===== src/rtl/mult_control_pkg.sv =====
// ---------------------------------------------------------------------------
// mult_control_pkg
// Shared definitions for the shift-add multiplier controller: default
// operand/counter widths, FSM state encoding, datapath select encodings
// and a helper that maps a state onto its Moore output values.
// No ports (package).
// ---------------------------------------------------------------------------
package mult_control_pkg;

  localparam int DEFAULT_WIDTH = 32;
  localparam int DEFAULT_CNT_W = 5;

  typedef enum logic [1:0] {
    ST_IDLE = 2'd0,
    ST_LOAD = 2'd1,
    ST_CALC = 2'd2,
    ST_DONE = 2'd3
  } state_e;

  // a_sel / b_sel: pick fresh operand or the shifted register value
  localparam logic SEL_LOAD  = 1'b0;
  localparam logic SEL_SHIFT = 1'b1;
  // prod_sel: clear the product or take the add mux output
  localparam logic PROD_CLR  = 1'b0;
  localparam logic PROD_TAKE = 1'b1;
  // add_sel: keep the product or accumulate A
  localparam logic ADD_HOLD  = 1'b0;
  localparam logic ADD_SUM   = 1'b1;

  typedef struct packed {
    logic aSel;
    logic bSel;
    logic prodSel;
    logic busy;
    logic done;
  } ctrl_outs_t;

  // Moore output values for each state. add_sel is not in here because in
  // CALC it follows b_lsb combinationally and is 0 everywhere else.
  function automatic ctrl_outs_t stateOutputs(input state_e s);
    ctrl_outs_t o;
    o = '{aSel: SEL_LOAD, bSel: SEL_LOAD, prodSel: PROD_TAKE, busy: 1'b0, done: 1'b0};
    case (s)
      ST_LOAD: o = '{aSel: SEL_LOAD,  bSel: SEL_LOAD,  prodSel: PROD_CLR,  busy: 1'b1, done: 1'b0};
      ST_CALC: o = '{aSel: SEL_SHIFT, bSel: SEL_SHIFT, prodSel: PROD_TAKE, busy: 1'b1, done: 1'b0};
      ST_DONE: o = '{aSel: SEL_SHIFT, bSel: SEL_SHIFT, prodSel: PROD_TAKE, busy: 1'b0, done: 1'b1};
      default: o = '{aSel: SEL_LOAD,  bSel: SEL_LOAD,  prodSel: PROD_TAKE, busy: 1'b0, done: 1'b0};
    endcase
    return o;
  endfunction

endpackage


===== src/rtl/mult_control_if.sv =====
// ---------------------------------------------------------------------------
// mult_control_if
// Bundles the controller's handshake and datapath-control signals.
//   start    parent -> ctrl   request a multiply (sampled in IDLE)
//   b_lsb    datapath -> ctrl LSB of the B register
//   b_zero   datapath -> ctrl B register is zero
//   a_sel    ctrl -> datapath 0 load a, 1 A<<1
//   b_sel    ctrl -> datapath 0 load b, 1 B>>1
//   prod_sel ctrl -> datapath 0 clear product, 1 take add mux
//   add_sel  ctrl -> datapath 0 hold product, 1 product + A
//   busy     ctrl -> parent   high in LOAD and CALC
//   done     ctrl -> parent   one-cycle pulse, product valid
// modport slave is the controller; modport master is the parent/datapath.
// ---------------------------------------------------------------------------
interface mult_control_if;

  logic start;
  logic b_lsb;
  logic b_zero;
  logic a_sel;
  logic b_sel;
  logic prod_sel;
  logic add_sel;
  logic busy;
  logic done;

  modport master (
    output start, b_lsb, b_zero,
    input  a_sel, b_sel, prod_sel, add_sel, busy, done
  );

  modport slave (
    input  start, b_lsb, b_zero,
    output a_sel, b_sel, prod_sel, add_sel, busy, done
  );

endinterface


===== src/rtl/mult_control_iter_counter.sv =====
// ---------------------------------------------------------------------------
// mult_iter_counter
// Counts CALC iterations of the multiplier controller.
//   clk      in  rising-edge clock
//   reset    in  synchronous active-high reset
//   clr      in  force the count to zero (LOAD)
//   en       in  advance the count (CALC)
//   terminal out count == WIDTH-1, i.e. this is the last iteration
// The count wraps back to zero after the terminal value, so it never
// leaves the range 0..WIDTH-1.
// ---------------------------------------------------------------------------
module mult_iter_counter #(
  parameter int WIDTH = 32,
  parameter int CNT_W = 5
) (
  input  logic clk,
  input  logic reset,
  input  logic clr,
  input  logic en,
  output logic terminal
);

  logic [CNT_W-1:0] cnt_q;
  logic [CNT_W-1:0] cnt_d;

  assign terminal = (cnt_q == CNT_W'(WIDTH - 1));

  // Next count: clear wins over enable; the terminal value rolls over to
  // zero instead of walking past WIDTH-1.
  always_comb begin
    cnt_d = cnt_q;
    if (clr) begin
      cnt_d = '0;
    end else if (en) begin
      cnt_d = terminal ? '0 : cnt_q + CNT_W'(1);
    end
  end

  // Count register with synchronous reset.
  always_ff @(posedge clk) begin
    if (reset) begin
      cnt_q <= '0;
    end else begin
      cnt_q <= cnt_d;
    end
  end

endmodule


===== src/rtl/mult_control.sv =====
// ---------------------------------------------------------------------------
// mult_control
// Control FSM for a shift-add multiplier datapath: IDLE -> LOAD -> CALC
// (one cycle per multiplier bit) -> DONE -> IDLE.
//   clk    in  rising-edge clock
//   reset  in  synchronous active-high reset (also clears the datapath)
//   ctrl   mult_control_if.slave: start/b_lsb/b_zero in,
//          a_sel/b_sel/prod_sel/add_sel/busy/done out
// Build option: define MULT_CTRL_EARLY_EXIT_EN to leave CALC as soon as the
// datapath reports B == 0; otherwise exactly WIDTH CALC cycles are run.
// ---------------------------------------------------------------------------
module mult_control
  import mult_control_pkg::*;
#(
  parameter int WIDTH = DEFAULT_WIDTH,
  parameter int CNT_W = DEFAULT_CNT_W
) (
  input  logic          clk,
  input  logic          reset,
  mult_control_if.slave ctrl
);

  state_e     state_q;
  state_e     state_d;
  ctrl_outs_t outs_q;
  logic       iterTerminal;
  logic       cntClr;
  logic       cntEn;
  logic       calcExit;

  assign cntClr = (state_q == ST_LOAD);
  assign cntEn  = (state_q == ST_CALC);

  mult_iter_counter #(
    .WIDTH (WIDTH),
    .CNT_W (CNT_W)
  ) iterCounter (
    .clk      (clk),
    .reset    (reset),
    .clr      (cntClr),
    .en       (cntEn),
    .terminal (iterTerminal)
  );

`ifdef MULT_CTRL_EARLY_EXIT_EN
  // Once B has shifted out to zero the remaining iterations add nothing,
  // so CALC may finish early.
  assign calcExit = iterTerminal | ctrl.b_zero;
`else
  logic unusedBZero;
  assign unusedBZero = ctrl.b_zero;
  assign calcExit    = iterTerminal;
`endif

  // Next-state logic. start is only looked at in IDLE, so requests made
  // while an operation is in flight are dropped rather than queued. Any
  // encoding outside the four states falls back to IDLE.
  always_comb begin
    state_d = ST_IDLE;
    case (state_q)
      ST_IDLE: state_d = ctrl.start ? ST_LOAD : ST_IDLE;
      ST_LOAD: state_d = ST_CALC;
      ST_CALC: state_d = calcExit ? ST_DONE : ST_CALC;
      ST_DONE: state_d = ST_IDLE;
      default: state_d = ST_IDLE;
    endcase
  end

  // State and Moore outputs are registered together; the outputs are
  // decoded from the next state so they line up with the state they
  // belong to without an extra cycle of delay.
  always_ff @(posedge clk) begin
    if (reset) begin
      state_q <= ST_IDLE;
      outs_q  <= stateOutputs(ST_IDLE);
    end else begin
      state_q <= state_d;
      outs_q  <= stateOutputs(state_d);
    end
  end

  // add_sel is the one Mealy output: in CALC it accumulates A exactly when
  // the current multiplier bit is set.
  assign ctrl.add_sel  = (state_q == ST_CALC) ? ctrl.b_lsb : ADD_HOLD;
  assign ctrl.a_sel    = outs_q.aSel;
  assign ctrl.b_sel    = outs_q.bSel;
  assign ctrl.prod_sel = outs_q.prodSel;
  assign ctrl.busy     = outs_q.busy;
  assign ctrl.done     = outs_q.done;

endmodule


===== src/flat_wrapper.sv =====
// flat-port wrapper written by rule: the top's interface ports become plain ports
module mult_control_flat import mult_control_pkg::*;
#(
  parameter int WIDTH = DEFAULT_WIDTH,
  parameter int CNT_W = DEFAULT_CNT_W
)
  (clk, reset, ctrl_start, ctrl_b_lsb, ctrl_b_zero, ctrl_a_sel, ctrl_b_sel, ctrl_prod_sel, ctrl_add_sel, ctrl_busy, ctrl_done);
  mult_control_if ctrl_i ();
  input  logic clk;
  input  logic reset;
  input wire logic [$bits(ctrl_i.start)-1:0] ctrl_start;
  input wire logic [$bits(ctrl_i.b_lsb)-1:0] ctrl_b_lsb;
  input wire logic [$bits(ctrl_i.b_zero)-1:0] ctrl_b_zero;
  output wire logic [$bits(ctrl_i.a_sel)-1:0] ctrl_a_sel;
  output wire logic [$bits(ctrl_i.b_sel)-1:0] ctrl_b_sel;
  output wire logic [$bits(ctrl_i.prod_sel)-1:0] ctrl_prod_sel;
  output wire logic [$bits(ctrl_i.add_sel)-1:0] ctrl_add_sel;
  output wire logic [$bits(ctrl_i.busy)-1:0] ctrl_busy;
  output wire logic [$bits(ctrl_i.done)-1:0] ctrl_done;
  assign ctrl_i.start = ctrl_start;
  assign ctrl_i.b_lsb = ctrl_b_lsb;
  assign ctrl_i.b_zero = ctrl_b_zero;
  assign ctrl_a_sel = ctrl_i.a_sel;
  assign ctrl_b_sel = ctrl_i.b_sel;
  assign ctrl_prod_sel = ctrl_i.prod_sel;
  assign ctrl_add_sel = ctrl_i.add_sel;
  assign ctrl_busy = ctrl_i.busy;
  assign ctrl_done = ctrl_i.done;
  mult_control #(.WIDTH(WIDTH), .CNT_W(CNT_W)) u_core (.clk(clk), .reset(reset), .ctrl(ctrl_i));
endmodule

===== config.mk =====
export PLATFORM = sky130hd
export DESIGN_NAME = mult_control_flat
export DESIGN_NICKNAME = d
export VERILOG_FILES = /design/src/rtl/mult_control_pkg.sv /design/src/rtl/mult_control_if.sv /design/src/rtl/mult_control_iter_counter.sv /design/src/rtl/mult_control.sv /design/src/flat_wrapper.sv
export SDC_FILE = /design/constraint.sdc
export NUM_CORES = 1
export LEC_CHECK = 0
export ABC_AREA = 0
export CAP_MARGIN = 20
export CORE_AREA = 2 2 39 41
export DETAILED_ROUTE_END_ITERATION = 10
export DIE_AREA = 0 0 41 43
export GPL_ROUTABILITY_DRIVEN = 0
export PLACE_DENSITY = 0.72
export SLEW_MARGIN = 30
export SYNTH_ARGS = -nofsm -noshare
export SYNTH_HDL_FRONTEND = slang
export SYNTH_SLANG_ARGS = --single-unit

===== constraint.sdc =====
create_clock -name clk -period 1.7 [get_ports clk]
set_input_delay 0.17 -clock clk [delete_from_list [all_inputs] [get_ports clk]]
set_output_delay 0.17 -clock clk [all_outputs]
set_load 0.01 [all_outputs]

* Word-level counts from Yosys, hierarchy flattened *
Index checks and enable logic that the tools add are counted.

cells by class
  add/sub/neg operators = 1
  equal/unequal tests = 7
  mux-type cells = 6
  reduce and logical (&&, ||, !) cells = 2

operators with widths
  kind                   number
  $pmux W5 S3            1
  $eq A2 B2 Y1 const B   4
  $pmux W2 S4            1
  $add A5 B1 Y5 const B  1
  $eq A5 B5 Y1 const B   1
  $mux W5                1
  $eq A2 B1 Y1 const B   2
  $mux W1                3
  $logic_not A2 Y1       1
  $reduce_or A2 Y1       1

storage, ports and cells
  register bits after elaboration = 12
  bits of input ports = 5
  output and inout bits = 6
  logic and storage cells = 23

* Logic depth before layout (Yosys ltp) *
  word-level depth = 5
  gate-level depth with buffers = 7
  gate-level depth less buffers = 7

* Modules after synthesis *
A second synthesis with hierarchy kept.

second synthesis, totals
  cell total of the unflattened synthesis = 44
  area total of the unflattened synthesis = 470.5 sq um

modules (own cells, without submodules)
  module             times used  cells each  area an instance (sq um)  seq. area each (sq um)
  mult_control       1           22          241.5                     100.1
  mult_iter_counter  1           22          229.0                     100.1

* Least setup slack after synthesis *
No wires, ideal clock.

  path kind = register to register
  from = register u_core.iterCounter.cnt_q[0]
  to = register u_core.outs_q, in the netlist u_core.ctrl.busy
  library setup time = 0.065 ns
  arrival = 1.477 ns
  required time = 1.635 ns
  setup slack = 0.158 ns
  stages on the path, launching flop included = 8
  buffers on the path = 0
  clock period less this slack = 1.542 ns
  cells stage by stage = dfxtp_1 > ha_1 > and3_1 > ha_1 > nand2_1 > o21ai_1 > ha_1 > nor2_1

between the ends
  word-level cells in the longest chain between the ends = 5
  elaborated cells between the ends (all ways) = 7
  classes of those cells = eq/ne (4); mux (3)

RTL lines
  item                                          line                             source
  start: declaration                            mult_control_iter_counter.sv:23  logic [CNT_W-1:0] cnt_q;
  start signal: assignment                      mult_control_iter_counter.sv:44  cnt_q <= cnt_d;
  $eq A5 B5 Y1 *                                mult_control_iter_counter.sv:26  assign terminal = (cnt_q == CNT_W'(WIDTH - 1));
  $mux W1 *                                     mult_control.sv:63               ST_CALC: state_d = calcExit ? ST_DONE : ST_CALC;
  $pmux W2 S4 *                                 mult_control.sv:60               case (state_q)
  net u_core.state_d[0]                         mult_control.sv:24               state_e state_d;
  $eq A2 B2 Y1 or $eq A2 B1 Y1 (tied branches)  mult_control_pkg.sv:43           case (s)
  $pmux W5 S3 *                                 mult_control_pkg.sv:43
  end signal: assignment                        mult_control.sv:75               outs_q <= stateOutputs(ST_IDLE);
  end signal: assignment                        mult_control.sv:78               outs_q <= stateOutputs(state_d);
  end: declaration                              mult_control.sv:25               ctrl_outs_t outs_q;

The timed path passes the listed nets; every way through them passes the cells marked *.
A chain may end at the register's enable or synchronous reset.

* Worst setup path in the final report *
Ends and elaborated chain as after synthesis.

==> results.toml <==
[routing]
first_pass_iters = 1
wire_per_inst_um = 10.5
final_antenna_net_count = 0
vias_per_cell = 4.58
num_vias = 353
routed_wl_um = 807
drc_errors = 0
drt-initial-drc-count = 0

[flow_run]
drv_cap = 0

[grt]
grt_pass1_vias = 379
grt_pass1_wl_mm = 1.42
grt_use_total = 0.120
grt_overflow_total = 0
antenna_found_initial = 0
grt_max_degree = 11

[critical_path]
crit_buf_inv = 0
start_kind = "register"
cp_data_arrival_time_ns = 1.75
worstPathCellList = "ha_1, and3_1, ha_2, nand2_1, o21ai_2, ha_1, nor2_1"
cpPeakStageDelay_ns = 0.33
critPathMostFrequentCell = "ha_1"
critical_path_class = "register to register"
critPathMaxFanout = 5
end_kind = "register"
critPathTopFamily = "adder cells"
crit_required_ns = 1.90
cp_slowest_cell = "dfxtp_1"

[yosys]
ys_seq_elements = 10
yosysWarnings = 0
syn_area_um2 = 495
synth_area_leaders = "dfxtp_1 (40%), ha_1 (18%), mux2i_1 (6.1%)"
synth_cell_type_count = 21
synth_cells = 47
synth_nets = 59
syn_area_per_cell_um2 = 10.5
ys_seq_area_frac = 0.404
synth_top_area_share = 0.404
synth_top_cell_by_area = "dfxtp_1"

[sta]
drv_slew = 0
fin_crit_ns = 1.55
relSlewSlack = 0.770
hold_viol_final = 0
period_share = 0.912
fmax_mhz = 645
final-setup-viol-count = 0
tightest_slew_ns = 0.344
rsz0062_at_grt = "true"
setup_ws_ns = 0.149
finClkSkew_ns = 0.00131
timing.setup.tns_ns = 0

[placed_design]
io_buffer_count = 9
placed_cells = 73
preCtsSetupSlack_ns = 0.0372
dpl.hpwl_um = 657

[clock_tree]
clk_latency_ns = 0.26
cts_buffers = 3
post_cts_buffers = 0
tritoncts = "yes"
clkTransAtPathRegs_ns = 0.07
clockBufferDepth = 2
cts_sinks = 10
cts-root-buf = "clkbuf_4"
ctsHoldBuffers = 0
htreeDepth = 1

[floorplanning]
io_pins = 11
dieArea_um2 = 1760
fp-row-count = 14
die_y_um = 43
die_w_um = 41
start_util = 0.358
coreArea_um2 = 1380

[power_and_ir_drop]
leakagePower_nw = 0.296
peakVddDrop_v = 0.000485
powerDensity_nw_per_um2 = 857

[worst_hold_path]
hold_class = "register to register"

[finish]
nets = 74
most-common-layout-cells = "dfxtp_1 (9), clkdlybuf4s50_1 (8), ha_1 (5)"
antennaDiodeCount = 0
syn2layout_area_growth_pct = 33.6
n_fill_cell = 129
finalNonFillerCells = 77
post-route-util = 0.478
drive_above_1_share = 0.262
final_common_cell = "dfxtp_1"

[run_status]
status = "finished clean"
[layer usage]
metal,up-vias,global-route usage,part of all wire,wire length [µm]
met2,3,0.194,0.55,442
li1,186,-,-,-
met1,164,0.136,0.42,339
met4,0,0.0600,0,0
met5,-,0,0,0
met3,0,0.0314,0.031,25
[stage by stage]
step	cell area, µm²	total power [mW]	hold slack, ns
after global placement	613	0.359	0.523
final	662	0.567	0.549
after global routing	662	0.594	0.558
after CTS	653	0.570	0.544
after detailed placement	613	0.362	0.535
after floorplan	495	0.320	0.460
[tightest hold or removal path: stages (launching register included)]
cell and delay, ns:
dfxtp_1 0.32, mux2i_1 0.13, nor3_1 0.06
[area by class of cell]
| type | count | area [µm²] | area share |
|---|---|---|---|
| Sequential cell | 10 | 201 | 0.304 |
| Multi-Input combinational cell | 31 | 270 | 0.408 |
| Clock buffer | 4 | 36.3 | 0.0548 |
| Timing Repair Buffer | 13 | 123 | 0.185 |
| Inverter | 3 | 11.3 | 0.0170 |
| Tap cell | 16 | 20.0 | 0.0302 |
[worst paths after layout]
path | start | to | slack [ns] | cells past startpoint
setup / recovery | u_core.iterCounter.cnt_q[0] | u_core.ctrl.busy | 0.15 | 7
hold / removal | u_core.iterCounter.cnt_q[4] | u_core.iterCounter.cnt_q[4] | 0.55 | 2
setup reg to reg | u_core.iterCounter.cnt_q[0] | u_core.ctrl.busy | 0.15 | 7
hold reg to reg | u_core.iterCounter.cnt_q[4] | u_core.iterCounter.cnt_q[4] | 0.55 | 2
[power breakdown]
part           leakage, nW  internal [mW]  switching [mW]  total, mW
sequential          0.0819          0.248         0.00614      0.254
combinational        0.193         0.0549          0.0474      0.102
clock               0.0210          0.130          0.0804      0.210
[registers in the layout (all words and copies together), names as in the netlist]
name                      flops
u_core.iterCounter.cnt_q      5
u_core.ctrl.b_sel             1
u_core.ctrl.busy              1
u_core.ctrl.done              1
u_core.ctrl.prod_sel          1
u_core.state_q                1
[Yosys cell counts, drive strengths merged]
cell type,count
a2111oi,1
nor2,3
and3,1
mux2i,3
nand4,1
dfxtp,10
a21oi,1
inv,3
and2,1
clkbuf,1
o21ai,2
nand2,2
buf,2
nand2b,1
and4bb,1
ha,7
xor2,1
nor2b,2
nor3,4
[cells by family (layout without fill, tap and decap cells)]
family | after synthesis | count (layout) | share of synthesized area
buffers and inverters | 6 | 20 | 0.0682
XOR/XNOR | 1 | 1 | 0.0177
flip-flops | 10 | 10 | 0.404
multiplexers | 3 | 3 | 0.0606
AND/OR/NAND/NOR | 16 | 16 | 0.212
adder cells (fa/ha/maj) | 7 | 7 | 0.177
AO/OA/AOI/OAI | 4 | 4 | 0.0606
[what timing repair did]
item                                    in CTS  in global routing
endpoints found under the setup margin       1                  4
resized for setup                            2                  3
hold endpoints to repair                     0                  0
(Power assumes the default switching activity.)
